$ cat src/rtl/ym3438_timer_pkg.sv
// Shared constants and types for the OPN2 Timer A / Timer B unit.
package ym3438_timer_pkg;

  // Bit positions inside the reg 0x27 image.
  localparam int CTRL_LOAD_A  = 0;
  localparam int CTRL_LOAD_B  = 1;
  localparam int CTRL_EN_A    = 2;
  localparam int CTRL_EN_B    = 3;
  localparam int CTRL_RST_A   = 4;
  localparam int CTRL_RST_B   = 5;
  localparam int CTRL_MODE_LO = 6;
  localparam int CTRL_MODE_HI = 7;

  // Channel-3 mode field; any value with bit 0 set is the 3-channel mode.
  typedef enum logic [1:0] {
    MODE_NORMAL  = 2'b00,
    MODE_3CH     = 2'b01,
    MODE_CSM     = 2'b10,
    MODE_3CH_ALT = 2'b11
  } mode_e;

  // True when the mode field selects composite sine mode.
  function automatic logic is_csm(input logic [1:0] mode);
    return (mode == MODE_CSM);
  endfunction

endpackage

$ cat src/rtl/ym3438_timer_counter.sv
// One up-counting timer: reload register, LOAD edge detect, overflow strobe.
// All state moves only on a commit; ovf is a same-cycle strobe for the parent.
module ym3438_timer_counter #(
  parameter int WIDTH = 10
) (
  input  logic             clk,
  input  logic             rst,
  input  logic             commit,
  input  logic             tick,
  input  logic             load_wr,
  input  logic             load_in,
  input  logic             val_wr,
  input  logic [WIDTH-1:0] val,
  output logic [WIDTH-1:0] cnt,
  output logic             ovf
);

  logic [WIDTH-1:0] reload_q, reload_d;
  logic [WIDTH-1:0] cnt_q, cnt_d;
  logic             load_q, load_d;
  logic             ovf_d;

  // Next-state: load edge reloads (old reload value), tick increments or wraps.
  always_comb begin
    reload_d = reload_q;
    cnt_d    = cnt_q;
    load_d   = load_q;
    ovf_d    = 1'b0;
    if (commit) begin
      if (load_wr) begin
        load_d = load_in;
      end else begin
        load_d = load_q;
      end
      if (val_wr) begin
        reload_d = val;
      end else begin
        reload_d = reload_q;
      end
      if (load_d && !load_q) begin
        cnt_d = reload_q;
      end else if (load_d && tick) begin
        if (&cnt_q) begin
          ovf_d = 1'b1;
          cnt_d = reload_q;
        end else begin
          cnt_d = cnt_q + WIDTH'(1);
        end
      end else begin
        cnt_d = cnt_q;
      end
    end else begin
      load_d = load_q;
    end
  end

  // Counter state registers with synchronous reset.
  always_ff @(posedge clk) begin
    if (rst) begin
      reload_q <= '0;
      cnt_q    <= '0;
      load_q   <= 1'b0;
    end else begin
      reload_q <= reload_d;
      cnt_q    <= cnt_d;
      load_q   <= load_d;
    end
  end

  assign cnt = cnt_q;
  assign ovf = ovf_d;

endmodule

$ cat src/rtl/ym3438_timer_bank.sv
// Timer A / Timer B bank: c1 samples the register/tick inputs, the next c2
// commits them. Timer B counts prescaled ticks. Provides flags, IRQ, CSM key.
module ym3438_timer_bank
  import ym3438_timer_pkg::*;
#(
  parameter int TA_WIDTH    = 10,
  parameter int TB_WIDTH    = 8,
  parameter int TB_PRESCALE = 16,
  parameter int CSM_EN      = 1
) (
  input  logic                MCLK,
  input  logic                IC,
  input  logic                c1,
  input  logic                c2,
  input  logic                timer_ed,
  input  logic                ta_wr,
  input  logic [TA_WIDTH-1:0] ta_val,
  input  logic                tb_wr,
  input  logic [TB_WIDTH-1:0] tb_val,
  input  logic                ctrl_wr,
  input  logic [7:0]          ctrl,
  output logic                timer_a,
  output logic                timer_b,
  output logic                irq,
  output logic                csm_key,
  output logic [TA_WIDTH-1:0] ta_cnt,
  output logic [TB_WIDTH-1:0] tb_cnt
);

  localparam int PW = (TB_PRESCALE > 1) ? $clog2(TB_PRESCALE) : 1;
  localparam logic [PW-1:0] PRESC_LAST = PW'(TB_PRESCALE - 1);

  // Sampled (c1) image of the inputs, pending until the next commit.
  logic                smp_vld_q, smp_vld_d;
  logic                smp_tick_q, smp_tick_d;
  logic                smp_ta_wr_q, smp_ta_wr_d;
  logic [TA_WIDTH-1:0] smp_ta_val_q, smp_ta_val_d;
  logic                smp_tb_wr_q, smp_tb_wr_d;
  logic [TB_WIDTH-1:0] smp_tb_val_q, smp_tb_val_d;
  logic                smp_ctrl_wr_q, smp_ctrl_wr_d;
  logic [7:0]          smp_ctrl_q, smp_ctrl_d;

  // Committed state.
  logic                en_a_q, en_a_d, en_b_q, en_b_d;
  logic [1:0]          mode_q, mode_d;
  logic [PW-1:0]       presc_q, presc_d;
  logic                timer_a_q, timer_a_d, timer_b_q, timer_b_d;
  logic                irq_q, irq_d;
  logic                csm_q, csm_d;

  logic                commit_s, tick_s, tb_tick_s;
  logic                ovf_a_s, ovf_b_s, rst_a_s, rst_b_s;

  assign commit_s  = c2 & smp_vld_q;
  assign tick_s    = commit_s & smp_tick_q;
  assign tb_tick_s = tick_s & (presc_q == PRESC_LAST);
  assign rst_a_s   = commit_s & smp_ctrl_wr_q & smp_ctrl_q[CTRL_RST_A];
  assign rst_b_s   = commit_s & smp_ctrl_wr_q & smp_ctrl_q[CTRL_RST_B];

  // Sample stage: c1 captures inputs (last write wins), a commit consumes them.
  always_comb begin
    smp_vld_d     = smp_vld_q;
    smp_tick_d    = smp_tick_q;
    smp_ta_wr_d   = smp_ta_wr_q;
    smp_ta_val_d  = smp_ta_val_q;
    smp_tb_wr_d   = smp_tb_wr_q;
    smp_tb_val_d  = smp_tb_val_q;
    smp_ctrl_wr_d = smp_ctrl_wr_q;
    smp_ctrl_d    = smp_ctrl_q;
    if (c1) begin
      smp_vld_d  = 1'b1;
      smp_tick_d = timer_ed;
      if (ta_wr) begin
        smp_ta_wr_d  = 1'b1;
        smp_ta_val_d = ta_val;
      end else begin
        smp_ta_wr_d  = smp_ta_wr_q;
      end
      if (tb_wr) begin
        smp_tb_wr_d  = 1'b1;
        smp_tb_val_d = tb_val;
      end else begin
        smp_tb_wr_d  = smp_tb_wr_q;
      end
      if (ctrl_wr) begin
        smp_ctrl_wr_d = 1'b1;
        smp_ctrl_d    = ctrl;
      end else begin
        smp_ctrl_wr_d = smp_ctrl_wr_q;
      end
    end else if (commit_s) begin
      smp_vld_d     = 1'b0;
      smp_tick_d    = 1'b0;
      smp_ta_wr_d   = 1'b0;
      smp_tb_wr_d   = 1'b0;
      smp_ctrl_wr_d = 1'b0;
    end else begin
      smp_vld_d = smp_vld_q;
    end
  end

  // Commit stage: control bits, prescaler, flags, IRQ and CSM key.
  always_comb begin
    en_a_d    = en_a_q;
    en_b_d    = en_b_q;
    mode_d    = mode_q;
    presc_d   = presc_q;
    timer_a_d = timer_a_q;
    timer_b_d = timer_b_q;
    csm_d     = csm_q;
    if (commit_s && smp_ctrl_wr_q) begin
      en_a_d = smp_ctrl_q[CTRL_EN_A];
      en_b_d = smp_ctrl_q[CTRL_EN_B];
      mode_d = smp_ctrl_q[CTRL_MODE_HI:CTRL_MODE_LO];
    end else begin
      mode_d = mode_q;
    end
    if (tick_s) begin
      if (tb_tick_s) begin
        presc_d = '0;
      end else begin
        presc_d = presc_q + PW'(1);
      end
    end else begin
      presc_d = presc_q;
    end
    // An overflow setting the flag beats a simultaneous RST strobe.
    if (ovf_a_s && en_a_d) begin
      timer_a_d = 1'b1;
    end else if (rst_a_s) begin
      timer_a_d = 1'b0;
    end else begin
      timer_a_d = timer_a_q;
    end
    if (ovf_b_s && en_b_d) begin
      timer_b_d = 1'b1;
    end else if (rst_b_s) begin
      timer_b_d = 1'b0;
    end else begin
      timer_b_d = timer_b_q;
    end
    // CSM key lasts from an overflow until the next ticking commit.
    if (CSM_EN == 0) begin
      csm_d = 1'b0;
    end else if (tick_s) begin
      csm_d = ovf_a_s & is_csm(mode_d);
    end else begin
      csm_d = csm_q;
    end
    irq_d = timer_a_d | timer_b_d;
  end

  // State registers; IC clears everything including pending samples.
  always_ff @(posedge MCLK) begin
    if (IC) begin
      smp_vld_q     <= 1'b0;
      smp_tick_q    <= 1'b0;
      smp_ta_wr_q   <= 1'b0;
      smp_ta_val_q  <= '0;
      smp_tb_wr_q   <= 1'b0;
      smp_tb_val_q  <= '0;
      smp_ctrl_wr_q <= 1'b0;
      smp_ctrl_q    <= 8'h00;
      en_a_q        <= 1'b0;
      en_b_q        <= 1'b0;
      mode_q        <= 2'b00;
      presc_q       <= '0;
      timer_a_q     <= 1'b0;
      timer_b_q     <= 1'b0;
      irq_q         <= 1'b0;
      csm_q         <= 1'b0;
    end else begin
      smp_vld_q     <= smp_vld_d;
      smp_tick_q    <= smp_tick_d;
      smp_ta_wr_q   <= smp_ta_wr_d;
      smp_ta_val_q  <= smp_ta_val_d;
      smp_tb_wr_q   <= smp_tb_wr_d;
      smp_tb_val_q  <= smp_tb_val_d;
      smp_ctrl_wr_q <= smp_ctrl_wr_d;
      smp_ctrl_q    <= smp_ctrl_d;
      en_a_q        <= en_a_d;
      en_b_q        <= en_b_d;
      mode_q        <= mode_d;
      presc_q       <= presc_d;
      timer_a_q     <= timer_a_d;
      timer_b_q     <= timer_b_d;
      irq_q         <= irq_d;
      csm_q         <= csm_d;
    end
  end

  ym3438_timer_counter #(.WIDTH(TA_WIDTH)) u_timer_a (
    .clk     (MCLK),
    .rst     (IC),
    .commit  (commit_s),
    .tick    (tick_s),
    .load_wr (smp_ctrl_wr_q),
    .load_in (smp_ctrl_q[CTRL_LOAD_A]),
    .val_wr  (smp_ta_wr_q),
    .val     (smp_ta_val_q),
    .cnt     (ta_cnt),
    .ovf     (ovf_a_s)
  );

  ym3438_timer_counter #(.WIDTH(TB_WIDTH)) u_timer_b (
    .clk     (MCLK),
    .rst     (IC),
    .commit  (commit_s),
    .tick    (tb_tick_s),
    .load_wr (smp_ctrl_wr_q),
    .load_in (smp_ctrl_q[CTRL_LOAD_B]),
    .val_wr  (smp_tb_wr_q),
    .val     (smp_tb_val_q),
    .cnt     (tb_cnt),
    .ovf     (ovf_b_s)
  );

  assign timer_a = timer_a_q;
  assign timer_b = timer_b_q;
  assign irq     = irq_q;
  assign csm_key = csm_q;

endmodule

$ cat config.mk
export PLATFORM = sky130hd
export DESIGN_NAME = ym3438_timer_bank
export DESIGN_NICKNAME = d
export VERILOG_FILES = /design/src/rtl/ym3438_timer_pkg.sv /design/src/rtl/ym3438_timer_counter.sv /design/src/rtl/ym3438_timer_bank.sv
export SDC_FILE = /design/constraint.sdc
export NUM_CORES = 1
export LEC_CHECK = 0
export ABC_AREA = 1
export CORE_MARGIN = 2
export CORE_UTILIZATION = 58
export CTS_CLUSTER_DIAMETER = 100
export DETAILED_ROUTE_END_ITERATION = 12
export GPL_TIMING_DRIVEN = 0
export PLACE_DENSITY = 0.85
export SYNTH_ARGS = -nofsm -noshare
export SYNTH_HDL_FRONTEND = slang
export SYNTH_SLANG_ARGS = --single-unit
$ cat constraint.sdc
create_clock -name MCLK -period 2.1 [get_ports MCLK]
set_input_delay 0.42 -clock MCLK [delete_from_list [all_inputs] [get_ports MCLK]]
set_output_delay 0.42 -clock MCLK [all_outputs]
set_load 0.005 [all_outputs]
==> results.json, run 1 <==
{
  "htree_levels": 3,
  "yosys.area_share.simple_pct": 29.5,
  "cts_buffers": 9,
  "antenna_found_initial": 0,
  "synthCells": 507,
  "ys_warn_count": 0,
  "fp-row-count": 28,
  "fill_cells": 498,
  "nNetsFinal": 609,
  "ctsHoldBuffers": 0,
  "port_buffers": 54,
  "seq_area_sq_um": 1620,
  "r2r_slack_ps": 420,
  "cp.required_ps": 1680,
  "critPathMaxFanout": 6,
  "grt_pass1_vias": 3271,
  "area_growth_pct": 22.3,
  "hold_end": "u_timer_a.reload_q[0]",
  "ys.flop_type": "dfxtp_1",
  "p_sw_share_pct": 24.6,
  "power_uw": 2960,
  "ir_drop_uv": 476,
  "hold_viol": 0,
  "muxShareOfSynthArea_pct": 0,
  "coreArea_sq_um": 6030,
  "yosysSeqAreaShare_pct": 44.2,
  "grt_overflow": 0,
  "worstHoldStart": "IC",
  "leakage_uw": 0.00179,
  "r2r_cells": 9,
  "clkPwrFrac_pct": 37.4,
  "finalClockSkew_ps": 7.12,
  "tightestPinTransition_ps": 588,
  "min_period_ps": 1770,
  "ioPinCount": 56,
  "critPathMaxStageDelay_ps": 540,
  "chipWidth_microns": 83.5,
  "syn-num-nets": 544,
  "slew_headroom_pct": 60.8,
  "cp-end-kind": "output pin",
  "worstHoldPathCells": 2,
  "p_seq_share_pct": 54.5,
  "avgSynthCellArea_sq_um": 7.24,
  "via_per_inst": 5.26,
  "postCtsResizedCells": 0,
  "clk_transition_reported_paths_ps": 80,
  "crit_type": "register to output pin",
  "r2r-end": "u_timer_a.cnt[7]",
  "firstDrtPassIters": 7,
  "power_frac_comb_pct": 8.1,
  "tns_ps": 0,
  "clock_latency_ps": 360,
  "hold_class": "input pin to register",
  "ys_ff_latch": 81,
  "synth_area_sq_um": 3670,
  "grt_pass1_wl_microns": 14300,
  "cap_viol_max_count": 0,
  "gr-usage-all-layers_pct": 25.4,
  "cts_tree": "done",
  "dp_hpwl_microns": 6240,
  "synth_adder_area_share_pct": 1.02,
  "drc": 0,
  "power.density_nw_per_um2": 660,
  "startpoint_type": "register",
  "period_share_pct": 84.2,
  "postCtsSetupBuffers": 0,
  "async_flop_share_pct": 0,
  "gp_congestion": 0.885,
  "synth_compound_area_share_pct": 16.0,
  "rsz0062_at_grt": "false",
  "multi_input_area_sq_um": 1760,
  "layout.cells.non_filler": 650,
  "status": "finished, final reports clean",
  "synth_edf_count": 0,
  "via_count": 3416,
  "max_freq_mhz": 566,
  "worstReg2RegStart": "u_timer_a.cnt[0]",
  "slowest_stage": "clkdlybuf4s50_1",
  "drt_iter0_markers": 142,
  "clockBufferDepth": 2,
  "p_sw_uw": 728,
  "avgRoutedWirePerCell_microns": 13.2,
  "antenna_cells": 0,
  "start_util_pct": 60.9,
  "dieArea_sq_um": 6980,
  "grt_max_degree": 14,
  "p_int_uw": 2230,
  "synth.distinct_cells": 34,
  "critPathTopFamily": "buffers and inverters",
  "antenna_violating_nets_post_route": 0,
  "die_h_microns": 83.5,
  "synth_xor_area_share_pct": 1.43,
  "clock-sinks": 81,
  "worst-path-buf-inv": 1,
  "cts_root_buf": "clkbuf_8",
  "drive_gt1_share_pct": 9.91,
  "setup_viol": 0,
  "path_cells": "clkdlybuf4s50_1",
  "placed_cells": 636,
  "slew_violations": 0,
  "wirelength_microns": 8600,
  "synth_top_family_by_area": "simple AND/OR/NAND/NOR gates",
  "crit_arrival_ps": 1350
}
-- flip-flops by register name, summed over array words and instances, names as in the netlist --
| name | count |
|---|---|
| smp_ta_val_q | 10 |
| presc_q | 4 |
| u_timer_a.cnt | 10 |
| u_timer_b.cnt | 8 |
| en_a_q | 1 |
| csm_key | 1 |
| u_timer_b.reload_q | 8 |
| en_b_q | 1 |
| smp_tick_q | 1 |
| smp_vld_q | 1 |
| u_timer_b.load_q | 1 |
| smp_ctrl_wr_q | 1 |
| smp_tb_val_q | 8 |
| u_timer_a.reload_q | 10 |
| smp_ta_wr_q | 1 |
| timer_b | 1 |
| timer_a | 1 |
| smp_ctrl_q | 8 |
| u_timer_a.load_q | 1 |
| mode_q | 2 |
| irq | 1 |
| smp_tb_wr_q | 1 |
-- metal layers --
layer  up-vias  share of wire [%]  global-route usage [%]
li1       1754                  -                       -
met1      1575                 43                    29.0
met5         -                  0                       0
met3        10                5.8                    7.62
met4         0                1.4                    8.50
met2        77                 49                    45.2
-- cell usage in the layout, fill, tap and decap left out, types with 5 or more instances in the layout --
| cell type | count |
|---|---|
| nand3_2 | 8 |
| o21ai_0 | 52 |
| a21oi_1 | 34 |
| dfxtp_1 | 81 |
| a21oi_2 | 5 |
| nor2_1 | 89 |
| clkbuf_1 | 11 |
| clkdlybuf4s50_1 | 54 |
| clkbuf_8 | 9 |
| inv_1 | 44 |
| o21ai_1 | 7 |
| nand2_1 | 96 |
| nand2_2 | 5 |
| nand3_1 | 28 |
-- through the flow --
| step | utilization (%) | instance area [sq um] | setup WS [ps] | hold WS, ps |
|---|---|---|---|---|
| after detailed placement | 71.4 | 4300 | 35.8 | 453 |
| after CTS | 74.5 | 4490 | 328 | 379 |
| after global placement | 71.4 | 4300 | 50.3 | 442 |
| after global routing | 74.5 | 4490 | 279 | 405 |
| after floorplan | - | 3670 | 638 | 430 |
| final | 74.5 | 4490 | 332 | 376 |
-- kinds of logic (layout without fill, tap and decap cells) --
| logic type | after synthesis | after routing |
|---|---|---|
| and+or+nand+nor | 244 | 244 |
| xor gates and xnor gates | 6 | 6 |
| DFF | 81 | 81 |
| AOI/OAI and AO/OA | 105 | 105 |
| buffers and inverters | 68 | 136 |
| adders and majority gates | 3 | 3 |
-- worst max path at each step --
stage | from | endpoint | slack (ps) | cells after the start
2_1_floorplan | u_timer_a.cnt[0] | u_timer_a.cnt[2] | 640 | 9
3_5_place_dp | c2 | u_timer_b.cnt[5] | 40 | 8
4_1_cts | u_timer_a.cnt[3] | ta_cnt[3] | 330 | 1
3_3_place_gp | c2 | u_timer_b.cnt[5] | 50 | 8
6_report | u_timer_a.cnt[3] | ta_cnt[3] | 330 | 1
5_1_grt | u_timer_a.cnt[0] | irq | 280 | 9
-- cells in the mapped netlist, types with 3 or more instances --
| cell | n | share of area (%) |
|---|---|---|
| xor2_1 | 3 | 0.72 |
| nand3_1 | 28 | 3.8 |
| a21oi_1 | 34 | 4.6 |
| nand2_2 | 5 | 0.85 |
| o21ai_0 | 52 | 7.1 |
| nand4_1 | 4 | 0.68 |
| buf_2 | 4 | 0.55 |
| nor2_1 | 89 | 9.1 |
| clkbuf_1 | 10 | 1.0 |
| a21oi_2 | 5 | 1.2 |
| o21ai_1 | 7 | 0.95 |
| xnor2_1 | 3 | 0.72 |
| dfxtp_1 | 81 | 44 |
| nor2_2 | 4 | 0.68 |
| ha_1 | 3 | 1.0 |
| nand2_4 | 3 | 0.92 |
| nand3_2 | 8 | 2.2 |
| inv_1 | 44 | 4.5 |
| inv_2 | 4 | 0.41 |
| nand2_1 | 96 | 9.8 |
-- area by class of cell --
class / instances / area share, %
buffer: 18 / 2.29
clock buffer: 10 / 2.84
clock inverter: 4 / 1.23
inverter: 50 / 4.18
multi-input combinational: 358 / 39.2
sequential: 81 / 36.1
tap: 75 / 2.09
timing repair buffer: 54 / 12.0
-- power groups by stage --
stage	Clock (uW)	Sequential, uW	Combinational (uW)
global route	1180	1620	271
finish	1110	1610	240
floorplan	0	1640	135
CTS	1110	1610	240
detailed placement	0	1650	238
global placement	0	1650	232
Power figures use the tool's default switching activity.
==> inputs of run 2 (changes only) <==
- CORE_UTILIZATION: 58 -> 48
- PLACE_DENSITY: 0.85 -> 0.75
- clock period: 2.1 -> 1.5 ns (I/O delays scaled with it)
==> run 2 against run 1 <==
Compared with the run above:
- register-to-register slack lost 370 ps
- core utilization shrank 7.2 points
- final area grew 9.9%
- sequential share of layout area shrank 2.2 points
- worst setup slack lost 280 ps
- count of clock-buffer cells in the layout shrank 1
- clock power grew 50%
- final cell count grew 8.6%
- wire length grew 10%
- sequential power grew 39%
- critical path type is now register to register
- highest routed layer unchanged
==> results.json, run 2 (synthesized netlist as in run 1, its figures left out) <==
{
  "status": "finished, final reports clean",
  "fill_cells": 617,
  "layout.cells.non_filler": 706,
  "r2r_slack_ps": 50,
  "via_count": 3631,
  "drt_iter0_markers": 186,
  "power_uw": 4250,
  "max_freq_mhz": 690,
  "cts_root_buf": "clkbuf_8",
  "clk_transition_reported_paths_ps": 90,
  "grt_pass1_vias": 3284,
  "cts_tree": "done",
  "worst-path-buf-inv": 1,
  "grt_max_degree": 16,
  "tightestPinTransition_ps": 592,
  "grt_pass1_wl_microns": 14900,
  "wl_met2_microns": 4610,
  "area_growth_pct": 34.4,
  "place_area_sq_um": 4330,
  "setup.worst_path.start": "presc_q[0]",
  "crit_type": "register to register",
  "finalHoldWorstSlack_ps": 256,
  "antenna_cells": 0,
  "m1WireLength_microns": 4210,
  "cts_buffers": 9,
  "worstReg2RegStart": "presc_q[0]",
  "r2r-end": "u_timer_b.cnt[1]",
  "setup_viol": 0,
  "critPathTopFamily": "compound AO/OA/AOI/OAI gates",
  "gr-usage-all-layers_pct": 22.4,
  "avgRoutedWirePerCell_microns": 13.4,
  "die_h_microns": 91.4,
  "min_period_ps": 1450,
  "r2r_cells": 7,
  "critPathMaxStageDelay_ps": 380,
  "chipWidth_microns": 91.4,
  "fp-row-count": 31,
  "slew_headroom_pct": 60.5,
  "cp.required_ps": 1780,
  "start_util_pct": 50.1,
  "cap_viol_max_count": 0,
  "hold_viol": 0,
  "hold_end": "u_timer_a.reload_q[0]",
  "clockBufferDepth": 2,
  "seq_area_sq_um": 1670,
  "nNetsFinal": 639,
  "ctsHoldBuffers": 0,
  "worst_slack_ps": 50.4,
  "worstHoldPathCells": 2,
  "hold_class": "input pin to register",
  "critPathMaxFanout": 8,
  "finish.instance_area_sq_um": 4930,
  "worstHoldStart": "IC",
  "htree_levels": 3,
  "via_per_inst": 5.14,
  "slew_violations": 0,
  "dieArea_sq_um": 8360,
  "cp_num_cells": 7,
  "crit_arrival_ps": 1730,
  "cp-end-kind": "register",
  "drc": 0,
  "antenna_found_initial": 0,
  "firstDrtPassIters": 5,
  "leakage_uw": 0.00214,
  "slowest_stage": "dfxtp_2",
  "finalClockSkew_ps": 8.58,
  "coreArea_sq_um": 7330,
  "antenna_violating_nets_post_route": 0,
  "wirelength_microns": 9480,
  "gp_congestion": 0.908,
  "top_layer_used": "met4",
  "clock-sinks": 81,
  "port_buffers": 54,
  "clock_latency_ps": 370,
  "ioPinCount": 56,
  "startpoint_type": "register",
  "dr_wl_met3_microns": 463,
  "grt_overflow": 0,
  "ir_drop_uv": 522,
  "drive_gt1_share_pct": 20.8,
  "power.density_nw_per_um2": 862,
  "period_share_pct": 96.6,
  "multi_input_area_sq_um": 1870,
  "path_cells": "ha_4 -> inv_1 -> nor2_2 -> nand3_2 -> a21oi_4 -> nand2_1 -> a21oi_1",
  "rsz0062_at_grt": "true",
  "dp_hpwl_microns": 6140,
  "placed_cells": 660,
  "layout_common_cells": "nand2_1 (93), nor2_1 (86), dfxtp_1 (59)",
  "place_ws_ps": -455,
  "final_common_cell": "nand2_1"
}
==> run 2: layer usage <==
| layer | global-route usage (%) | vias to the layer above |
|---|---|---|
| met5 | 0 | - |
| met4 | 9.47 | 0 |
| met3 | 4.23 | 20 |
| met2 | 37.6 | 103 |
| met1 | 28.1 | 1686 |
| li1 | - | 1822 |
==> run 2: worst max-delay path by stage <==
| stage | end | slack (ps) |
|---|---|---|
| 3_5_place_dp | u_timer_b.cnt[5] | -460 |
| 5_1_grt | u_timer_b.cnt[2] | -40 |
| 4_1_cts | u_timer_a.cnt[9] | -1 |
| 6_report | u_timer_b.cnt[1] | 50 |
| 3_3_place_gp | u_timer_a.cnt[6] | -430 |
| 2_1_floorplan | u_timer_a.cnt[2] | 40 |
==> run 2: layout make-up <==
class / count / area share, %
tap: 99 / 2.51
sequential: 81 / 33.9
inverter: 50 / 3.91
multi-input combinational: 358 / 38.0
clock buffer: 9 / 2.51
buffer: 17 / 2.00
timing repair buffer: 85 / 15.6
clock inverter: 7 / 1.57
==> run 2: metrics by stage <==
step	setup TNS, ps	util, %
global route	-58.3	67.3
CTS	-1.35	64.7
floorplan	0	-
global placement	-19240	59.1
finish	0	67.3
detailed placement	-21420	59.1
==> run 2: power breakdown <==
group	leakage (uW)	internal [uW]	switching, uW
registers	0.000673	2200	40.2
clock network	0.000106	790	872
logic	0.00137	157	190
total	0.00214	3150	1100
==> run 2: worst register-to-register path: stages, from the launching register on <==
cell     delay, ps
dfxtp_2        380
ha_4           150
inv_1           50
nor2_2         120
nand3_2        150
a21oi_4        270
nand2_1        100
a21oi_1        140
==> run 2: timing repair <==
| item | 4_1_cts | 5_1_grt |
|---|---|---|
| setup endpoints to repair | 43 | 25 |
| pin swaps | 5 | 9 |
| gates resized for setup | 57 | 24 |
| cloned | 0 | 2 |
| setup buffers | 21 | 8 |
